==> config.mk <==
export PLATFORM = sky130hd
export DESIGN_NAME = matrix_op_sequencer
export DESIGN_NICKNAME = d
export VERILOG_FILES = /design/src/rtl/matrix_engine_pkg.sv /design/src/rtl/seq_inst_reg.sv /design/src/rtl/matrix_op_sequencer.sv
export SDC_FILE = /design/constraint.sdc
export NUM_CORES = 1
export LEC_CHECK = 0
export CORE_MARGIN = 5
export CORE_UTILIZATION = 24
export CTS_CLUSTER_DIAMETER = 120
export DETAILED_ROUTE_END_ITERATION = 10
export PLACE_DENSITY_LB_ADDON = 0.3
export SLEW_MARGIN = 20
export SYNTH_ARGS = -nofsm -noshare
export SYNTH_HDL_FRONTEND = slang
export SYNTH_SLANG_ARGS = --single-unit
==> constraint.sdc <==
create_clock -name clk -period 2.1 [get_ports clk]
set_clock_uncertainty 0.05 [all_clocks]
set_input_delay 0.42 -clock clk [delete_from_list [all_inputs] [get_ports clk]]
set_output_delay 0.42 -clock clk [all_outputs]
set_load 0.05 [all_outputs]
==> src/rtl/matrix_engine_pkg.sv <==
// Shared definitions for the 16-bit RISC matrix engine: instruction layout,
// opcodes and the sequencer state encoding.
package matrix_engine_pkg;

   localparam int INST_W = 9;

   localparam int OPC_HI = 8;
   localparam int OPC_LO = 6;
   localparam int DST_HI = 5;
   localparam int DST_LO = 3;
   localparam int SRC_HI = 2;
   localparam int SRC_LO = 0;

   localparam logic [2:0] OP_NOP  = 3'b000;
   localparam logic [2:0] OP_LOAD = 3'b001;
   localparam logic [2:0] OP_ADD  = 3'b010;
   localparam logic [2:0] OP_SUB  = 3'b011;
   localparam logic [2:0] OP_SMUL = 3'b100;
   localparam logic [2:0] OP_MMUL = 3'b101;
   localparam logic [2:0] OP_TRAN = 3'b110;
   localparam logic [2:0] OP_STOP = 3'b111;

   localparam logic [2:0] ST_IDLE   = 3'd0;
   localparam logic [2:0] ST_FETCH  = 3'd1;
   localparam logic [2:0] ST_DECODE = 3'd2;
   localparam logic [2:0] ST_ISSUE  = 3'd3;
   localparam logic [2:0] ST_WAIT   = 3'd4;
   localparam logic [2:0] ST_HALT   = 3'd5;

endpackage

==> src/rtl/seq_inst_reg.sv <==
// Instruction register of the matrix op sequencer: captures the fetched word
// and splits it into the command fields presented to the datapath.
module seq_inst_reg
   import matrix_engine_pkg::*;
(
   input  logic              clk,
   input  logic              reset,
   input  logic              capture,
   input  logic              issue,
   input  logic [INST_W-1:0] inst_mem,
   output logic              op_valid,
   output logic [2:0]        op_code,
   output logic [2:0]        op_dest,
   output logic [2:0]        op_src
);

   logic [INST_W-1:0] inst_q;

   always_ff @(posedge clk or posedge reset) begin
      if (reset)
         inst_q <= '0;
      else if (capture)
         inst_q <= inst_mem;
   end

   // Fields come straight from the register, so they cannot move while issued
   assign op_valid = issue;
   assign op_code  = inst_q[OPC_HI:OPC_LO];
   assign op_dest  = inst_q[DST_HI:DST_LO];
   assign op_src   = inst_q[SRC_HI:SRC_LO];

endmodule

==> src/rtl/matrix_op_sequencer.sv <==
// Fetch/decode/issue sequencer for the matrix engine datapath.
// Optional WAIT watchdog built when SEQ_TIMEOUT_EN is defined.
module matrix_op_sequencer
   import matrix_engine_pkg::*;
#(
   parameter int ADDR_W         = 6,
   parameter int CNT_W          = 16,
   parameter int TIMEOUT_CYCLES = 255
) (
   input  logic              clk,
   input  logic              reset,
   input  logic              run,
   output logic [ADDR_W-1:0] program_address,
   input  logic [INST_W-1:0] inst_mem,
   output logic              op_valid,
   output logic [2:0]        op_code,
   output logic [2:0]        op_dest,
   output logic [2:0]        op_src,
   input  logic              op_ready,
   input  logic              op_done,
   output logic              busy,
   output logic              halted,
   output logic [CNT_W-1:0]  retired,
   output logic              timeout_err
);

   function automatic logic [CNT_W-1:0] sat_inc(input logic [CNT_W-1:0] v);
      return (&v) ? v : v + 1'b1;
   endfunction

   logic [2:0] state;
   logic       wd_expire;

   seq_inst_reg u_inst_reg (
      .clk      (clk),
      .reset    (reset),
      .capture  (state == ST_FETCH),
      .issue    (state == ST_ISSUE),
      .inst_mem (inst_mem),
      .op_valid (op_valid),
      .op_code  (op_code),
      .op_dest  (op_dest),
      .op_src   (op_src)
   );

   assign busy   = (state != ST_IDLE) && (state != ST_HALT);
   assign halted = (state == ST_HALT);

`ifdef SEQ_TIMEOUT_EN
   localparam int TO_W = $clog2(TIMEOUT_CYCLES + 1);

   logic [TO_W-1:0] wd_cnt;

   assign wd_expire = (state == ST_WAIT) && !op_done &&
                      (wd_cnt == TO_W'(TIMEOUT_CYCLES - 1));

   // Counter sits at zero outside WAIT, so it restarts on every WAIT entry
   always_ff @(posedge clk or posedge reset) begin
      if (reset) begin
         wd_cnt      <= '0;
         timeout_err <= 1'b0;
      end else begin
         wd_cnt <= (state == ST_WAIT) ? wd_cnt + 1'b1 : '0;
         if (run && !busy)
            timeout_err <= 1'b0;
         else if (wd_expire)
            timeout_err <= 1'b1;
      end
   end
`else
   logic unused_timeout;

   assign wd_expire      = 1'b0;
   assign timeout_err    = 1'b0;
   assign unused_timeout = ^TIMEOUT_CYCLES;
`endif

   always_ff @(posedge clk or posedge reset) begin
      if (reset) begin
         state           <= ST_IDLE;
         program_address <= '0;
         retired         <= '0;
      end else begin
         case (state)
            ST_IDLE, ST_HALT:
               if (run) begin
                  program_address <= '0;
                  state           <= ST_FETCH;
               end
            ST_FETCH:
               state <= ST_DECODE;
            ST_DECODE:
               if (op_code == OP_NOP) begin
                  retired         <= sat_inc(retired);
                  program_address <= program_address + 1'b1;
                  state           <= ST_FETCH;
               end else if (op_code == OP_STOP) begin
                  retired <= sat_inc(retired);
                  state   <= ST_HALT;
               end else begin
                  state <= ST_ISSUE;
               end
            ST_ISSUE:
               if (op_ready)
                  state <= ST_WAIT;
            ST_WAIT:
               if (op_done) begin
                  retired         <= sat_inc(retired);
                  program_address <= program_address + 1'b1;
                  state           <= ST_FETCH;
               end else if (wd_expire) begin
                  state <= ST_HALT;
               end
            default:
               state <= ST_IDLE;
         endcase
      end
   end

endmodule

# Word-level counts from Yosys, hierarchy flattened
# Cells that the tools add are included.
dict set report totals {
  mem_bits_ro 0
  latchBits 0
  memories 0
  reg_bits 34
  out_inout_bits 35
  ramBits 0
  elab_cells 44
}
dict set report op_classes {
  n_reduce_logical 11
  add_sub_neg 2
  multipliers 0
  muxes 15
  n_eq_ne 12
  shifts 0
  bitwise_logic 0
  n_lt_le_gt_ge 0
  n_div 0
}
# op count
set ops {}
lappend ops {{$mux W16} 4}
lappend ops {{$pmux W16 S2} 1}
lappend ops {{$mux W6} 3}
lappend ops {{$pmux W6 S3} 1}
lappend ops {{$add A16 B1 Y16 const B} 1}
lappend ops {{$reduce_and A16 Y1} 1}
lappend ops {{$mux W3} 5}
lappend ops {{$pmux W3 S5} 1}
lappend ops {{$eq A3 B3 Y1 const B} 3}
lappend ops {{$add A6 B1 Y6 const B} 1}
lappend ops {{$eq A3 B2 Y1 const B} 2}
lappend ops {{$logic_not A3 Y1} 2}
lappend ops {{$ne A2 B2 Y1 const B} 3}
lappend ops {{$ne A3 B3 Y1 const B} 2}
lappend ops {{$reduce_and A3 Y1} 2}
lappend ops {{$reduce_bool A3 Y1} 2}
lappend ops {{$reduce_and A4 Y1} 1}
lappend ops {{$eq A3 B1 Y1 const B} 1}
lappend ops {{$ne A2 B1 Y1 const B} 1}
lappend ops {{$reduce_bool A2 Y1} 1}
lappend ops {{$reduce_or A2 Y1} 1}
lappend ops {{$logic_and A1 B1 Y1} 1}

# Longest topological paths before layout
dict set report logic_depth {
  ltp_word 5
  mapped_depth 8
  depth_no_buf 6
}

# By module
# Synthesis repeated with hierarchy kept, for this count alone.
dict set report hier_totals {
  cells_unflattened 164
  area_unflattened_um2 1749.2
}
# mod area_each_um2 cells_each instances
set modules_own_cells {}
lappend modules_own_cells {matrix_op_sequencer 1366.3 143 1}
lappend modules_own_cells {seq_inst_reg 382.9 21 1}

# Worst setup path before layout
# OpenSTA, ideal clock, no wires.
dict set report synth_path {
  path_kind {register to register}
  startpoint {reg u_inst_reg.inst_q[7]}
  endpoint {reg retired[15]}
  path_stages_with_launch 7
  arrival_ns 1.899
  path_slack_ns 0.007
  synth_period_minus_slack_ns 2.093
  setup_time_ns 0.144
  cell_sequence {dfrtp_1 nor3_1 or4_4 and3_1 buf_6 and3_1 xor2_1}
}
dict set report synth_between {
  elab_chain_cells 3
  elab_cells_between_ends 6
  cone_classes {eq/ne: 2; mux: 2; reduce/logical: 2}
}
# element line_no
set synth_rtl {}
lappend synth_rtl {{from (decl)} seq_inst_reg.sv:17} ;# logic [INST_W-1:0] inst_q;
lappend synth_rtl {{from (signal assigned)} seq_inst_reg.sv:23} ;# inst_q <= inst_mem;
lappend synth_rtl {{$eq A3 B3 Y1 / $logic_not A3 Y1 (equally long branches)} {matrix_op_sequencer.sv:97, matrix_op_sequencer.sv:93}}
lappend synth_rtl {{$ne A3 B3 Y1 (no line) / $mux W16 (equally long branches)} --}
lappend synth_rtl {{$reduce_and A3 Y1 (no line) / $pmux W16 S2 (equally long branches)} --}
lappend synth_rtl {{to (signal assigned)} matrix_op_sequencer.sv:94} ;# retired <= sat_inc(retired);
lappend synth_rtl {{to (signal assigned)} matrix_op_sequencer.sv:98} ;# retired <= sat_inc(retired);
lappend synth_rtl {{to (signal assigned)} matrix_op_sequencer.sv:108} ;# retired <= sat_inc(retired);
lappend synth_rtl {{to (decl)} matrix_op_sequencer.sv:23} ;# output logic [CNT_W-1:0] retired,
# Several ways; a longest one is shown, not always the timed one.
# A chain may end at the register's enable or synchronous reset.

# Worst setup path after layout
dict set report layout_path {
  startpoint {reg retired[6]}
  endpoint {out retired[6]}
}
# No word-level cell between the ends.

==> results.md <==
* CTS Buf Count at 5
* Top cell type's share of synthesized area at 49.9%
* Most frequent cells in the layout: clkdlybuf4s50_1 (37), dfrtp_1 (34), buf_4 (16)
* Tightest Pin Transition at 504 ps
* Max incr delay on CP at 840 ps
* Pin count of the biggest net entering global routing at 35
* Crit path launch: retired[6]
* Mapped cell area at 1710 um2
* Worst-path clk slew at 80 ps
* Ant diodes at 0
* Clock Sinks at 34
* Rel. slew slack at 66.3%
* R2R Path End: retired[15]
* Synth warn at 0
* Initial antenna violation count at 0
* DRT Pass-1 Iters at 4
* CP Capture Type: output pin
* Synth Area in XOR/XNOR at 8.22%
* Placer Congestion at 0.759
* DRC Markers at 0
* Layout fillers at 697
* Final setup vio count at 0
* Power Total at 3.69 mW
* FP Rows at 30
* Setup repair after global routing missed its margin: false
* Top-Level Pins at 49
* Root Buffer: clkbuf_8
* CP endpoint: retired[6]
* Area Growth Syn to Fin at 46.0%
* Max Slew Vio Count at 0
* Drt initial violations at 67
* Post-Synth Adder-Cell Area at 1.47%
* Count of cell types in the netlist at 36
* Reg2reg path depth at 7
* H-tree Lvls at 2
* Die width at 94.3 um
* Largest family of logic cells by synthesized area: simple AND/OR/NAND/NOR gates
* CTS tree: built
* Biggest area consumer among synthesized cells: dfrtp_1
* Max cap viols at 0
* DR vias/cell at 4.41
* Critical Path RT at 1630 ps
* Worst path bufs/invs at 1
* Clock Path Buffers at 2
* Initial core utilization at 24.8%
* Fmax at 490 MHz
* First-pass GRT wire length at 6550 um
* CP max FO at 5
* Top_reg_cell synth: dfrtp_1
* Asr flop ratio synth at 100%
* Critical Path AT at 1570 ps
* WL/cell at 12.1 um
* Final Critical Period at 2040 ps
* Synthesized area per cell at 10.7 um2
* # nets final at 234
* Post-synth EDFFs at 0
* Final Util at 36.2%
* Routed Antenna Nets at 0
* Post-CTS Setup Inserts at 0
* Flop2flop setup slack at 170 ps
* Final hold violations at 0
* Via count at 1,389
* CTS hold repair buffers at 0
* Hold WC Path Type: register to register
* Grt ovf at 0
* PwrDens at 1480 nW/um2
* Setup TNS at 0 ps
* IO Port Bufs at 47
* Layout cells sized above 1 at 20.1%
* Synth Net Count at 176
* FF-to-FF Start: u_inst_reg.inst_q[7]
* Crit share post-route at 97.1%
* #FFs+latches synth at 34
* Cell family with most CP delay: buffers and inverters
* CP Launch Type: register
* Top post-synthesis cells by area: dfrtp_1 (50%), mux2_2 (7.9%), xnor2_1 (5.6%), nand2_1 (3.3%), nor2_1 (2.9%)
* CP cell instances: clkdlybuf4s50_1
* Crit path depth at 1
* Setup CP Type: register to output pin
* Slowest cell on crit path: clkdlybuf4s50_1
* Overall Global Routing Usage at 9.20%
* Most common cell after layout, fill and taps aside: clkdlybuf4s50_1
* Synth Area in Compound Gates at 6.53%
* P_leak at 1.09 nW
* Simple-Gate Fraction of Synth Area at 20.4%
* Skew-Pair Late Insertion Delay at 290 ps
* Mux cell area share after synthesis at 9.10%
* Die H at 94.3 um
* Status: complete, no violations
* Number of global-route vias before repair at 1,419
* CORE AREA at 6870 um2
* Sequential fraction of the synthesis area at 49.9%
* Final WL at 3820 um
* HPWL Detailed at 2840 um
* Maximum vdd ir drop at 0.771 mV
* Post-synthesis cell count at 160
* Die ar. at 8890 um2
## per-stage QoR
stage | hold slack (ps) | instances | instance area (um2) | setup slack [ps]
detailed placement | 450 | 307 | 2350 | -27.0
global placement | 439 | 307 | 2350 | 1.94
global route | 487 | 315 | 2490 | 1.82
floorplan | 507 | 160 | 1710 | 7.13
finish | 447 | 315 | 2490 | 59.9
CTS | 461 | 315 | 2490 | 46.9
## report_power, final
part           internal (mW)  switching [mW]  leakage [nW]
clock                  0.476           0.254        0.0683
combinational          0.817            1.15         0.583
sequential             0.837           0.162         0.441
total                   2.13            1.56          1.09
## layer usage
layer  share of wire (%)  GRT usage [%]  up-vias
met1                  44           11.4      672
met4                 1.8           3.97        0
li1                    -              -      674
met2                  48           14.8       36
met3                 6.2           2.56        7
met5                   0              0        -
## registers in the layout (all words and copies together), names as in the netlist
name	count
u_inst_reg.inst_q	9
state	3
retired	16
program_address	6
## synthesized netlist by cell type (3+ instances only)
cell and number:
dfrtp_1 34, nand2_1 15, nor2_1 13, mux2_2 12
xnor2_1 11, nand3_1 8, and3_1 7, nand4_1 7
o21ai_0 6, a21oi_1 5, xor2_1 5, inv_1 4
buf_2 3, buf_6 3
## area by class of cell
class,count,area [um2],area share (%)
sequential,34,851,34.2
multi-input combinational,115,783,31.5
timing repair buffer,58,583,23.4
tap,96,120,4.82
clock buffer,5,68.8,2.76
clock inverter,3,68.8,2.76
inverter,4,15.0,0.603
## what timing repair did
action                     4_1_cts  5_1_grt
setup endpoints to repair        0        1
resized for setup                0        1
hold endpoints to repair         0        0
## cell families after synthesis
family | count (synthesis)
AO/OA/AOI/OAI | 18
AND/OR/NAND/NOR | 64
buffers and inverters | 11
multiplexers | 14
adder cells (fa/ha/maj) | 2
flip-flops | 34
other | 1
XOR/XNOR | 16
## how the worst min path moves through the flow
stage | endpoint | cells after the start | slack, ps | start
5_1_grt | u_inst_reg.inst_q[3] | 1 | 490 | u_inst_reg.inst_q[3]
2_1_floorplan | program_address[0] | 1 | 510 | reset
4_1_cts | retired[14] | 1 | 460 | retired[14]
3_5_place_dp | retired[14] | 1 | 450 | retired[14]
6_report | retired[14] | 1 | 450 | retired[14]
3_3_place_gp | u_inst_reg.inst_q[0] | 1 | 440 | u_inst_reg.inst_q[0]
Power figures use the tool's default switching activity.
